[src/rtl/mult_bw_arb_pkg.sv]
// Shared types and helpers for the multiplier arbiter: slot state, id width
// derivation and the rotating-priority grant function.
package mult_bw_arb_pkg;

  localparam int unsigned MAX_REQ   = 32;
  localparam int unsigned MAX_IDX_W = 5;

  typedef enum logic {
    S_EMPTY = 1'b0,
    S_FULL  = 1'b1
  } slot_e;

  function automatic int unsigned id_w(input int unsigned n);
    return (n <= 2) ? 1 : $clog2(n);
  endfunction

  // One-hot grant to the first asserted request scanning ptr, ptr+1, .. mod n.
  function automatic logic [MAX_REQ-1:0] rr_grant(input logic [MAX_REQ-1:0] req,
                                                  input int unsigned      ptr,
                                                  input int unsigned      n);
    logic [MAX_REQ-1:0] g;
    logic               found;
    int unsigned        idx;
    g     = '0;
    found = 1'b0;
    for (int unsigned off = 0; off < MAX_REQ; off++) begin
      if (off < n && !found) begin
        idx = ptr + off;
        if (idx >= n) idx = idx - n;
        if (req[idx[MAX_IDX_W-1:0]]) begin
          g[idx[MAX_IDX_W-1:0]] = 1'b1;
          found = 1'b1;
        end
      end
    end
    return g;
  endfunction

endpackage

[src/rtl/mult_bw_arb_if.sv]
// Request/response bundle between the issuing units, the arbiter and the consumer.
interface mult_bw_arb_if #(
  parameter int unsigned NREQ = 4,
  parameter int unsigned A_DW = 8,
  parameter int unsigned B_DW = 8
);
  import mult_bw_arb_pkg::*;

  localparam int unsigned C_DW = A_DW + B_DW;
  localparam int unsigned ID_W = id_w(NREQ);

  logic [NREQ-1:0]      req_valid_i;
  logic [NREQ-1:0]      req_ready_o;
  logic [NREQ*A_DW-1:0] req_a_i;
  logic [NREQ*B_DW-1:0] req_b_i;
  logic                 resp_valid_o;
  logic                 resp_ready_i;
  logic [ID_W-1:0]      resp_id_o;
  logic [C_DW-1:0]      resp_c_o;

  modport master (
    output req_valid_i, req_a_i, req_b_i, resp_ready_i,
    input  req_ready_o, resp_valid_o, resp_id_o, resp_c_o
  );

  modport slave (
    input  req_valid_i, req_a_i, req_b_i, resp_ready_i,
    output req_ready_o, resp_valid_o, resp_id_o, resp_c_o
  );

endinterface

[src/rtl/mult_bw.sv]
// Combinational signed multiplier: radix-4 Booth partial products reduced in
// carry-save form, one final carry-propagate add.
module mult_bw #(
  parameter int unsigned A_DW = 8,
  parameter int unsigned B_DW = 8
) (
  input  logic signed [A_DW-1:0]      a,
  input  logic signed [B_DW-1:0]      b,
  output logic signed [A_DW+B_DW-1:0] c
);

  localparam int unsigned C_DW = A_DW + B_DW;
  // One spare digit so the top Booth triplet always sees sign bits only.
  localparam int unsigned NPP  = B_DW / 2 + 1;
  localparam int unsigned BX_W = 2 * NPP + 1;

  logic [BX_W-1:0] bx;
  logic [C_DW-1:0] aext;
  logic [C_DW-1:0] pp;
  logic [C_DW-1:0] s;
  logic [C_DW-1:0] cy;
  logic [C_DW-1:0] ns;
  logic [2:0]      trip;

  assign bx   = {{(BX_W - 1 - B_DW){b[B_DW-1]}}, b, 1'b0};
  assign aext = {{B_DW{a[A_DW-1]}}, a};

  always_comb begin
    s    = '0;
    cy   = '0;
    pp   = '0;
    ns   = '0;
    trip = '0;
    for (int unsigned i = 0; i < NPP; i++) begin
      trip = bx[2*i +: 3];
      case (trip)
        3'b001, 3'b010: pp = aext;
        3'b011:         pp = aext << 1;
        3'b100:         pp = -(aext << 1);
        3'b101, 3'b110: pp = -aext;
        default:        pp = '0;
      endcase
      pp = pp << (2 * i);
      ns = s ^ cy ^ pp;
      cy = ((s & cy) | (s & pp) | (cy & pp)) << 1;
      s  = ns;
    end
    c = s + cy;
  end

endmodule

[src/rtl/mult_bw_arb_rr_arbiter.sv]
// Rotating-priority arbiter: one-hot grant plus its binary index.
module rr_arbiter
  import mult_bw_arb_pkg::*;
#(
  parameter int unsigned NREQ = 4,
  parameter int unsigned ID_W = 2
) (
  input  logic [NREQ-1:0] req,
  input  logic [ID_W-1:0] ptr,
  output logic [NREQ-1:0] grant,
  output logic [ID_W-1:0] grant_idx,
  output logic            any
);

  always_comb begin
    grant     = NREQ'(rr_grant(MAX_REQ'(req), 32'(ptr), NREQ));
    grant_idx = '0;
    for (int unsigned k = 0; k < NREQ; k++) begin
      if (grant[k]) grant_idx = ID_W'(k);
    end
    any = |grant;
  end

endmodule

[src/rtl/mult_bw_arb.sv]
// Round-robin sharing of one combinational multiplier among NREQ requesters,
// with a single registered, id-tagged response slot.
module mult_bw_arb
  import mult_bw_arb_pkg::*;
#(
  parameter int unsigned NREQ = 4,
  parameter int unsigned A_DW = 8,
  parameter int unsigned B_DW = 8
) (
  input  logic          clk_i,
  input  logic          rst_i,
  mult_bw_arb_if.slave  bus
);

  localparam int unsigned C_DW = A_DW + B_DW;
  localparam int unsigned ID_W = id_w(NREQ);

  slot_e                  state_q, state_d;
  logic                   load;
  logic [ID_W-1:0]        ptr_q;
  logic [ID_W-1:0]        gidx;
  logic [NREQ-1:0]        grant;
  logic                   any;
  logic                   can_accept;
  logic                   xfer;
  logic signed [A_DW-1:0] a_sel;
  logic signed [B_DW-1:0] b_sel;
  logic signed [C_DW-1:0] prod;
  logic [C_DW-1:0]        c_q;
  logic [ID_W-1:0]        id_q;

  assign can_accept = (state_q == S_EMPTY) || bus.resp_ready_i;
  assign xfer       = can_accept && any && !rst_i;

  rr_arbiter #(.NREQ(NREQ), .ID_W(ID_W)) u_arb (
    .req       (bus.req_valid_i),
    .ptr       (ptr_q),
    .grant     (grant),
    .grant_idx (gidx),
    .any       (any)
  );

  always_comb begin
    a_sel = '0;
    b_sel = '0;
    for (int unsigned k = 0; k < NREQ; k++) begin
      a_sel |= bus.req_a_i[k*A_DW +: A_DW] & {A_DW{grant[k]}};
      b_sel |= bus.req_b_i[k*B_DW +: B_DW] & {B_DW{grant[k]}};
    end
  end

  mult_bw #(.A_DW(A_DW), .B_DW(B_DW)) u_mult (
    .a (a_sel),
    .b (b_sel),
    .c (prod)
  );

  // A full slot that drains and accepts in the same cycle stays full.
  always_comb begin
    state_d = state_q;
    load    = 1'b0;
    case (state_q)
      S_EMPTY: begin
        if (xfer) begin
          state_d = S_FULL;
          load    = 1'b1;
        end
      end
      S_FULL: begin
        if (xfer) begin
          load = 1'b1;
        end else if (bus.resp_ready_i) begin
          state_d = S_EMPTY;
        end
      end
      default: state_d = S_EMPTY;
    endcase
  end

  always_ff @(posedge clk_i) begin
    if (rst_i) begin
      state_q <= S_EMPTY;
      ptr_q   <= '0;
      c_q     <= '0;
      id_q    <= '0;
    end else begin
      state_q <= state_d;
      if (load) begin
        c_q  <= prod;
        id_q <= gidx;
      end
      if (xfer) begin
        ptr_q <= (gidx == ID_W'(NREQ - 1)) ? '0 : gidx + ID_W'(1);
      end
    end
  end

  assign bus.req_ready_o  = (can_accept && !rst_i) ? grant : '0;
  assign bus.resp_valid_o = (state_q == S_FULL);
  assign bus.resp_id_o    = id_q;
  assign bus.resp_c_o     = c_q;

endmodule
[src/flat_wrapper.sv]
// flat-port wrapper written by rule: the top's interface ports become plain ports
module mult_bw_arb_flat import mult_bw_arb_pkg::*;
#(
  parameter int unsigned NREQ = 4,
  parameter int unsigned A_DW = 8,
  parameter int unsigned B_DW = 8
)
  (clk_i, rst_i, bus_req_valid_i, bus_req_a_i, bus_req_b_i, bus_resp_ready_i, bus_req_ready_o, bus_resp_valid_o, bus_resp_id_o, bus_resp_c_o);
  mult_bw_arb_if #(.NREQ(NREQ), .A_DW(A_DW), .B_DW(B_DW)) bus_i ();
  input  logic clk_i;
  input  logic rst_i;
  input wire logic [$bits(bus_i.req_valid_i)-1:0] bus_req_valid_i;
  input wire logic [$bits(bus_i.req_a_i)-1:0] bus_req_a_i;
  input wire logic [$bits(bus_i.req_b_i)-1:0] bus_req_b_i;
  input wire logic [$bits(bus_i.resp_ready_i)-1:0] bus_resp_ready_i;
  output wire logic [$bits(bus_i.req_ready_o)-1:0] bus_req_ready_o;
  output wire logic [$bits(bus_i.resp_valid_o)-1:0] bus_resp_valid_o;
  output wire logic [$bits(bus_i.resp_id_o)-1:0] bus_resp_id_o;
  output wire logic [$bits(bus_i.resp_c_o)-1:0] bus_resp_c_o;
  assign bus_i.req_valid_i = bus_req_valid_i;
  assign bus_i.req_a_i = bus_req_a_i;
  assign bus_i.req_b_i = bus_req_b_i;
  assign bus_i.resp_ready_i = bus_resp_ready_i;
  assign bus_req_ready_o = bus_i.req_ready_o;
  assign bus_resp_valid_o = bus_i.resp_valid_o;
  assign bus_resp_id_o = bus_i.resp_id_o;
  assign bus_resp_c_o = bus_i.resp_c_o;
  mult_bw_arb #(.NREQ(NREQ), .A_DW(A_DW), .B_DW(B_DW)) u_core (.clk_i(clk_i), .rst_i(rst_i), .bus(bus_i));
endmodule
[config.mk]
export PLATFORM = sky130hd
export DESIGN_NAME = mult_bw_arb_flat
export DESIGN_NICKNAME = d
export VERILOG_FILES = /design/src/rtl/mult_bw_arb_pkg.sv /design/src/rtl/mult_bw_arb_if.sv /design/src/rtl/mult_bw.sv /design/src/rtl/mult_bw_arb_rr_arbiter.sv /design/src/rtl/mult_bw_arb.sv /design/src/flat_wrapper.sv
export SDC_FILE = /design/constraint.sdc
export NUM_CORES = 1
export LEC_CHECK = 0
export CAP_MARGIN = 25
export CORE_ASPECT_RATIO = 0.5
export CORE_UTILIZATION = 54
export CTS_CLUSTER_DIAMETER = 80
export DETAILED_ROUTE_END_ITERATION = 8
export PLACE_DENSITY = 0.86
export SLEW_MARGIN = 30
export SYNTH_ARGS = -nofsm -noshare
export SYNTH_HDL_FRONTEND = slang
export SYNTH_SLANG_ARGS = --single-unit
[constraint.sdc]
create_clock -name clk_i -period 10.6 [get_ports clk_i]
set_input_delay 2.12 -clock clk_i [delete_from_list [all_inputs] [get_ports clk_i]]
set_output_delay 2.12 -clock clk_i [all_outputs]
set_load 0.005 [all_outputs]
==> reports/summary.txt, run 1 <==
CTS buffer count: 3
DP HPWL: 12.6 mm
Initial core utilization: 57.9%
Slew @ Worst Pin: 0.795 ns
IO Pins: 94
Layout area overhead: 25.8%
Post-Synth XOR/XNOR Area: 6.45%
Worst EP arrival: 10.30 ns
CP max-delay cell: mux4_2
Synthesized area: 4810 um2
Clk sinks: 21
Status: complete, no violations
Simple-Gate Fraction of Synth Area: 17.3%
CP Capture Type: register
Via Count: 5281
Adder-cell share of the synthesized area: 20.2%
Antenna violations before repair: 0
First-pass GRT wire length: 25.0 mm
CP bufs+invs: 6
Post-synthesis sequential area ratio: 8.73%
Port bufs: 93
Final hold viol count: 0
Yosys reg bits: 21
Die span in x: 136 um
GRT Total Usage: 34.9%
Hold Path Class: reg2reg
Synth top area cells: ha_1, dfxtp_1, fa_1, inv_1, nor2_1
Row count: 23
EDFF count, synth: 0
Setup TNS: 0 ns
Critical Path Fanout Max: 13
Mux cell area share after synthesis: 4.06%
Layout cells sized above 1: 9.53%
Post-CTS setup buffers: 0
Synth unique cells: 74
Vias in the first global route: 4906
Crit path kind: in2reg
Root Driver: clkbuf_16
Compound-Gate Fraction of Synth Area: 34.4%
Post-route minimum period: 10.15 ns
N_diodes: 0
Synth Flop Type: dfxtp_1
Fin nets: 861
# DRC: 0
ANT nets after route: 0
DR vias/cell: 6.32
RePlAce Congestion: 0.984
# hold bufs at CTS: 0
Main combinational cell family by area after synthesis: compound AO/OA/AOI/OAI gates
Max incr delay on CP: 0.57 ns
Max Cap Viol: 0
Core area: 8320 um2
Global route total overflow: 0
Clk_skew: 0.00324 ns
Drt total wl: 16.1 mm
Largest net degree at the start of global routing: 28
Synth area leader: ha_1
Slew Limit Fails: 0
Ys Warns: 0
Worst Path Required: 10.76 ns
Pre-Repair DR Iteration Count: 5
Worst rel slew slack: 46.6%
Worst Setup Start Kind: input port
Top delay family on crit path: compound AO/OA/AOI/OAI gates
Syn Nets: 773
Die height: 68.8 um
H-tree depth: 1
CTS tree: built
Die Area: 9320 um2
Fin crit share: 95.7%
Maximum clock rate: 0.0986 GHz
Skew-Pair Late Insertion Delay: 0.26 ns
Synth async-reset ratio: 0%
Share of the synthesized area in the top cell type: 11.4%
RSZ-0062 raised after global routing: no
Wire per inst: 19.2 um
DRT iter0 DRCs: 537
Deepest clock path buffer count: 2
Post-synthesis area per instance: 7.56 um2
Gate Count Post-Synth: 637
Final setup viols: 0
Clock transition at the registers of the reported paths: 0.06 ns
## registers in the layout, indices dropped and copies added (netlist names)
signal and count:
u_core.bus.resp_c_o 16, u_core.bus.resp_valid_o 1, u_core.ptr_q 2, u_core.bus.resp_id_o 2
## what timing repair did
item,in CTS,in global routing
setup endpoints to repair,0,1
gates resized for setup,0,4
endpoints found under the hold margin,0,0
## cell families after synthesis
group / after synthesis
compound gates: 222
xor+xnor: 33
fa+ha+maj: 65
buf+inv: 108
flops: 21
mux: 15
simple gates: 173
## tightest hold or removal path: cells and delay by family (launching register included)
kind            cells  cell delay, ns
compound gates      1            0.05
flops               1            0.31
simple gates        1            0.05
## layout by cell type (no fill, tap or decap), types with 7 or more instances in the layout
| cell type | instances |
|---|---|
| a2111oi_2 | 7 |
| a21o_1 | 7 |
| a21oi_1 | 40 |
| a31oi_1 | 28 |
| buf_4 | 26 |
| clkdlybuf4s50_1 | 93 |
| dfxtp_1 | 21 |
| fa_1 | 21 |
| ha_1 | 44 |
| inv_1 | 70 |
| mux2i_1 | 9 |
| nand2_1 | 56 |
| nand3_1 | 8 |
| nand3b_1 | 13 |
| nor2_1 | 58 |
| o211ai_1 | 8 |
| o21ai_0 | 35 |
| o22ai_1 | 19 |
| o31a_1 | 13 |
| xnor2_1 | 21 |
| xor2_1 | 10 |
## through the flow
stage	hold slack, ns	cells	worst slack [ns]	area [um2]	util (%)
final	0.453	836	0.455	6050	72.8
after global routing	0.498	836	0.0519	6050	72.8
after CTS	0.454	835	0.497	6020	72.4
after detailed placement	0.446	831	0.262	5940	71.4
after global placement	0.438	830	0.448	5930	71.4
after floorplan	0.448	637	0.842	4810	-
## cell type report
cell class	instances	area [um2]
Clock buffer	3	75.1
Clock inverter	1	5.00
Fill cell	652	2260
Inverter	70	263
Multi-Input combinational cell	508	4000
Sequential cell	21	420
Tap cell	112	140
Timing Repair Buffer	121	1150
## Yosys cell counts (all sizes together) (6+ instances only)
cell and number:
o211ai 8, nand3 10, a221oi 6, fa 21, o22ai 19, o21ai 38
nand3b 13, ha 44, nor2 60, dfxtp 21, clkbuf 33, o31a 13
mux2i 9, inv 70, xnor2 22, a31oi 29, xor2 10, a21o 7
a21oi 41, nand2 57, a2111oi 12
## final timing paths
path	start	endpoint	slack [ns]	depth (start not counted)
min reg2reg	u_core.bus.resp_id_o[1]$_SDFFE_PP0P_	u_core.bus.resp_id_o[1]$_SDFFE_PP0P_	0.45	2
max	bus_req_valid_i[3]	u_core.bus.resp_c_o[15]$_SDFFE_PP0P_	0.45	31
max reg2reg	u_core.ptr_q[0]$_SDFFE_PP0P_	u_core.bus.resp_c_o[15]$_SDFFE_PP0P_	1.78	32
min	u_core.bus.resp_id_o[1]$_SDFFE_PP0P_	u_core.bus.resp_id_o[1]$_SDFFE_PP0P_	0.45	2
## layer usage
metal / routed length (um) / vias up / GRT usage [%]
met4: 474 / 0 / 10.4
met5: 0 / - / 0
li1: - / 2503 / -
met1: 6950 / 2407 / 45.6
met3: 1700 / 50 / 8.41
met2: 6940 / 321 / 57.7
Power of run 1 is left out: the tool's default activity adds up to more than one toggle a clock period on the data nets, which glitch-free logic cannot reach.
==> inputs of run 2 (changes only) <==
==> constraint.sdc (replaced) <==
create_clock -name clk_i -period 10.23 [get_ports clk_i]
set_input_delay 2.046 -clock clk_i [delete_from_list [all_inputs] [get_ports clk_i]]
set_output_delay 2.046 -clock clk_i [all_outputs]
set_load 0.005 [all_outputs]
==> reports/summary.txt, run 2 (synthesis gave the netlist of run 1 again) <==
Skew-Pair Late Insertion Delay: 0.26 ns (about the same)
Antenna violations before repair: 0 (unchanged)
First-pass GRT wire length: 24.9 mm (was 25.0 mm)
RePlAce Congestion: 1.03 (was 0.984)
Most common cell after layout, fill and taps aside: clkdlybuf4s50_1 (unchanged)
Largest net degree at the start of global routing: 28 (unchanged)
Design Area, Final: 6140 um2 (was 6050 um2)
Hold Path Class: reg2reg (unchanged)
Initial core utilization: 57.9% (unchanged)
Core area: 8320 um2 (unchanged)
Via Count: 5323 (was 5281)
Deepest clock path buffer count: 2 (unchanged)
DP Area: 6000 um2 (was 5940 um2)
Global route total overflow: 0 (unchanged)
Max incr delay on CP: 0.56 ns (was 0.57 ns)
Die Area: 9320 um2 (unchanged)
Worst EP arrival: 10.03 ns (was 10.30 ns)
Vias in the first global route: 4873 (was 4906)
Max Cap Viol: 0 (unchanged)
Die height: 68.8 um (unchanged)
# hold bufs at CTS: 0 (unchanged)
Clk_skew: 0.00163 ns (was 0.00324 ns)
Layout area overhead: 27.6% (was 25.8%)
Dpl ws: 0.107 ns (was 0.262 ns)
Critical Path Fanout Max: 13 (unchanged)
Fin nets: 871 (was 861)
CP Capture Type: register (unchanged)
Worst rel slew slack: 31.7% (was 46.6%)
Setup TNS: 0 ns (unchanged)
GRT Total Usage: 35.1% (was 34.9%)
H-tree depth: 1 (unchanged)
Worst Setup Start Kind: input port (unchanged)
Layout cells sized above 1: 10.6% (was 9.53%)
Slew @ Worst Pin: 1.02 ns (was 0.795 ns)
Post-Route Utilization: 73.8% (was 72.8%)
Port bufs: 93 (unchanged)
CTS tree: built (unchanged)
DP HPWL: 12.9 mm (was 12.6 mm)
Status: complete, no violations (unchanged)
# DRC: 0 (unchanged)
Maximum clock rate: 0.101 GHz
Row count: 23 (unchanged)
Clk sinks: 21 (unchanged)
Clock transition at the registers of the reported paths: 0.06 ns (about the same)
Slew Limit Fails: 0 (unchanged)
Worst Path Required: 10.39 ns (was 10.76 ns)
Final setup viols: 0 (unchanged)
Max FFs per register: 16 (unchanged)
Pre-Repair DR Iteration Count: 5 (unchanged)
Crit path kind: in2reg (unchanged)
N_diodes: 0 (unchanged)
CTS buffer count: 3 (unchanged)
CP max-delay cell: mux4_2 (unchanged)
DR vias/cell: 6.29 (was 6.32)
Drt total wl: 16.2 mm (was 16.1 mm)
DRT iter0 DRCs: 464 (was 537)
Setup slack after layout: 0.361 ns (was 0.455 ns)
Final hold viol count: 0 (unchanged)
Die span in x: 136 um (unchanged)
Root Driver: clkbuf_16 (unchanged)
Wire per inst: 19.1 um (was 19.2 um)
Post-route minimum period: 9.87 ns
IO Pins: 94 (unchanged)
ANT nets after route: 0 (unchanged)
Commonest non-fill, non-tap cells in the layout: clkdlybuf4s50_1, inv_1, nor2_1, nand2_1, ha_1 (unchanged)
Fin crit share: 96.5%
## run 2: layout make-up
type,instances,area (um2)
Multi-Input combinational cell,508,4020
Fill cell,636,2180
Tap cell,112,140
Inverter,70,263
Clock buffer,4,78.8
Sequential cell,21,420
Timing Repair Buffer,131,1220
## run 2: timing repair
action | CTS | global route
resized for setup | 0 | 6
endpoints found under the setup margin | 0 | 1
setup buffers | 0 | 2
## run 2: per-stage QoR
step,hold slack [ns],instances
finish,0.469,846
global route,0.501,846
CTS,0.467,844
detailed placement,0.446,840
global placement,0.440,840
floorplan,0.448,637
## run 2: final timing paths
| path | depth (start not counted) | endpoint | start | slack (ns) |
|---|---|---|---|---|
| hold / removal | 2 | u_core.bus.resp_id_o[1]$_SDFFE_PP0P_ | u_core.bus.resp_id_o[1]$_SDFFE_PP0P_ | 0.47 |
| hold reg to reg | 2 | u_core.bus.resp_id_o[1]$_SDFFE_PP0P_ | u_core.bus.resp_id_o[1]$_SDFFE_PP0P_ | 0.47 |
| setup / recovery | 31 | u_core.bus.resp_c_o[15]$_SDFFE_PP0P_ | bus_req_valid_i[1] | 0.36 |
| setup reg to reg | 32 | u_core.bus.resp_c_o[15]$_SDFFE_PP0P_ | u_core.ptr_q[0]$_SDFFE_PP0P_ | 1.61 |
## run 2: worst max-delay path: cells and delay by family
kind            cells  cell delay [ns]
buf+inv             6             1.06
xor+xnor            2             0.47
compound gates     11             2.55
mux                 2             0.91
simple gates        4             0.64
fa+ha+maj           6             2.35
## run 2: layer usage
layer / share of wire [%] / global-route usage, %
met5: 0 / 0
met4: 1.6 / 7.02
met3: 10 / 7.46
met2: 44 / 59.2
met1: 44 / 46.7
Power of run 2 is left out for the same reason.
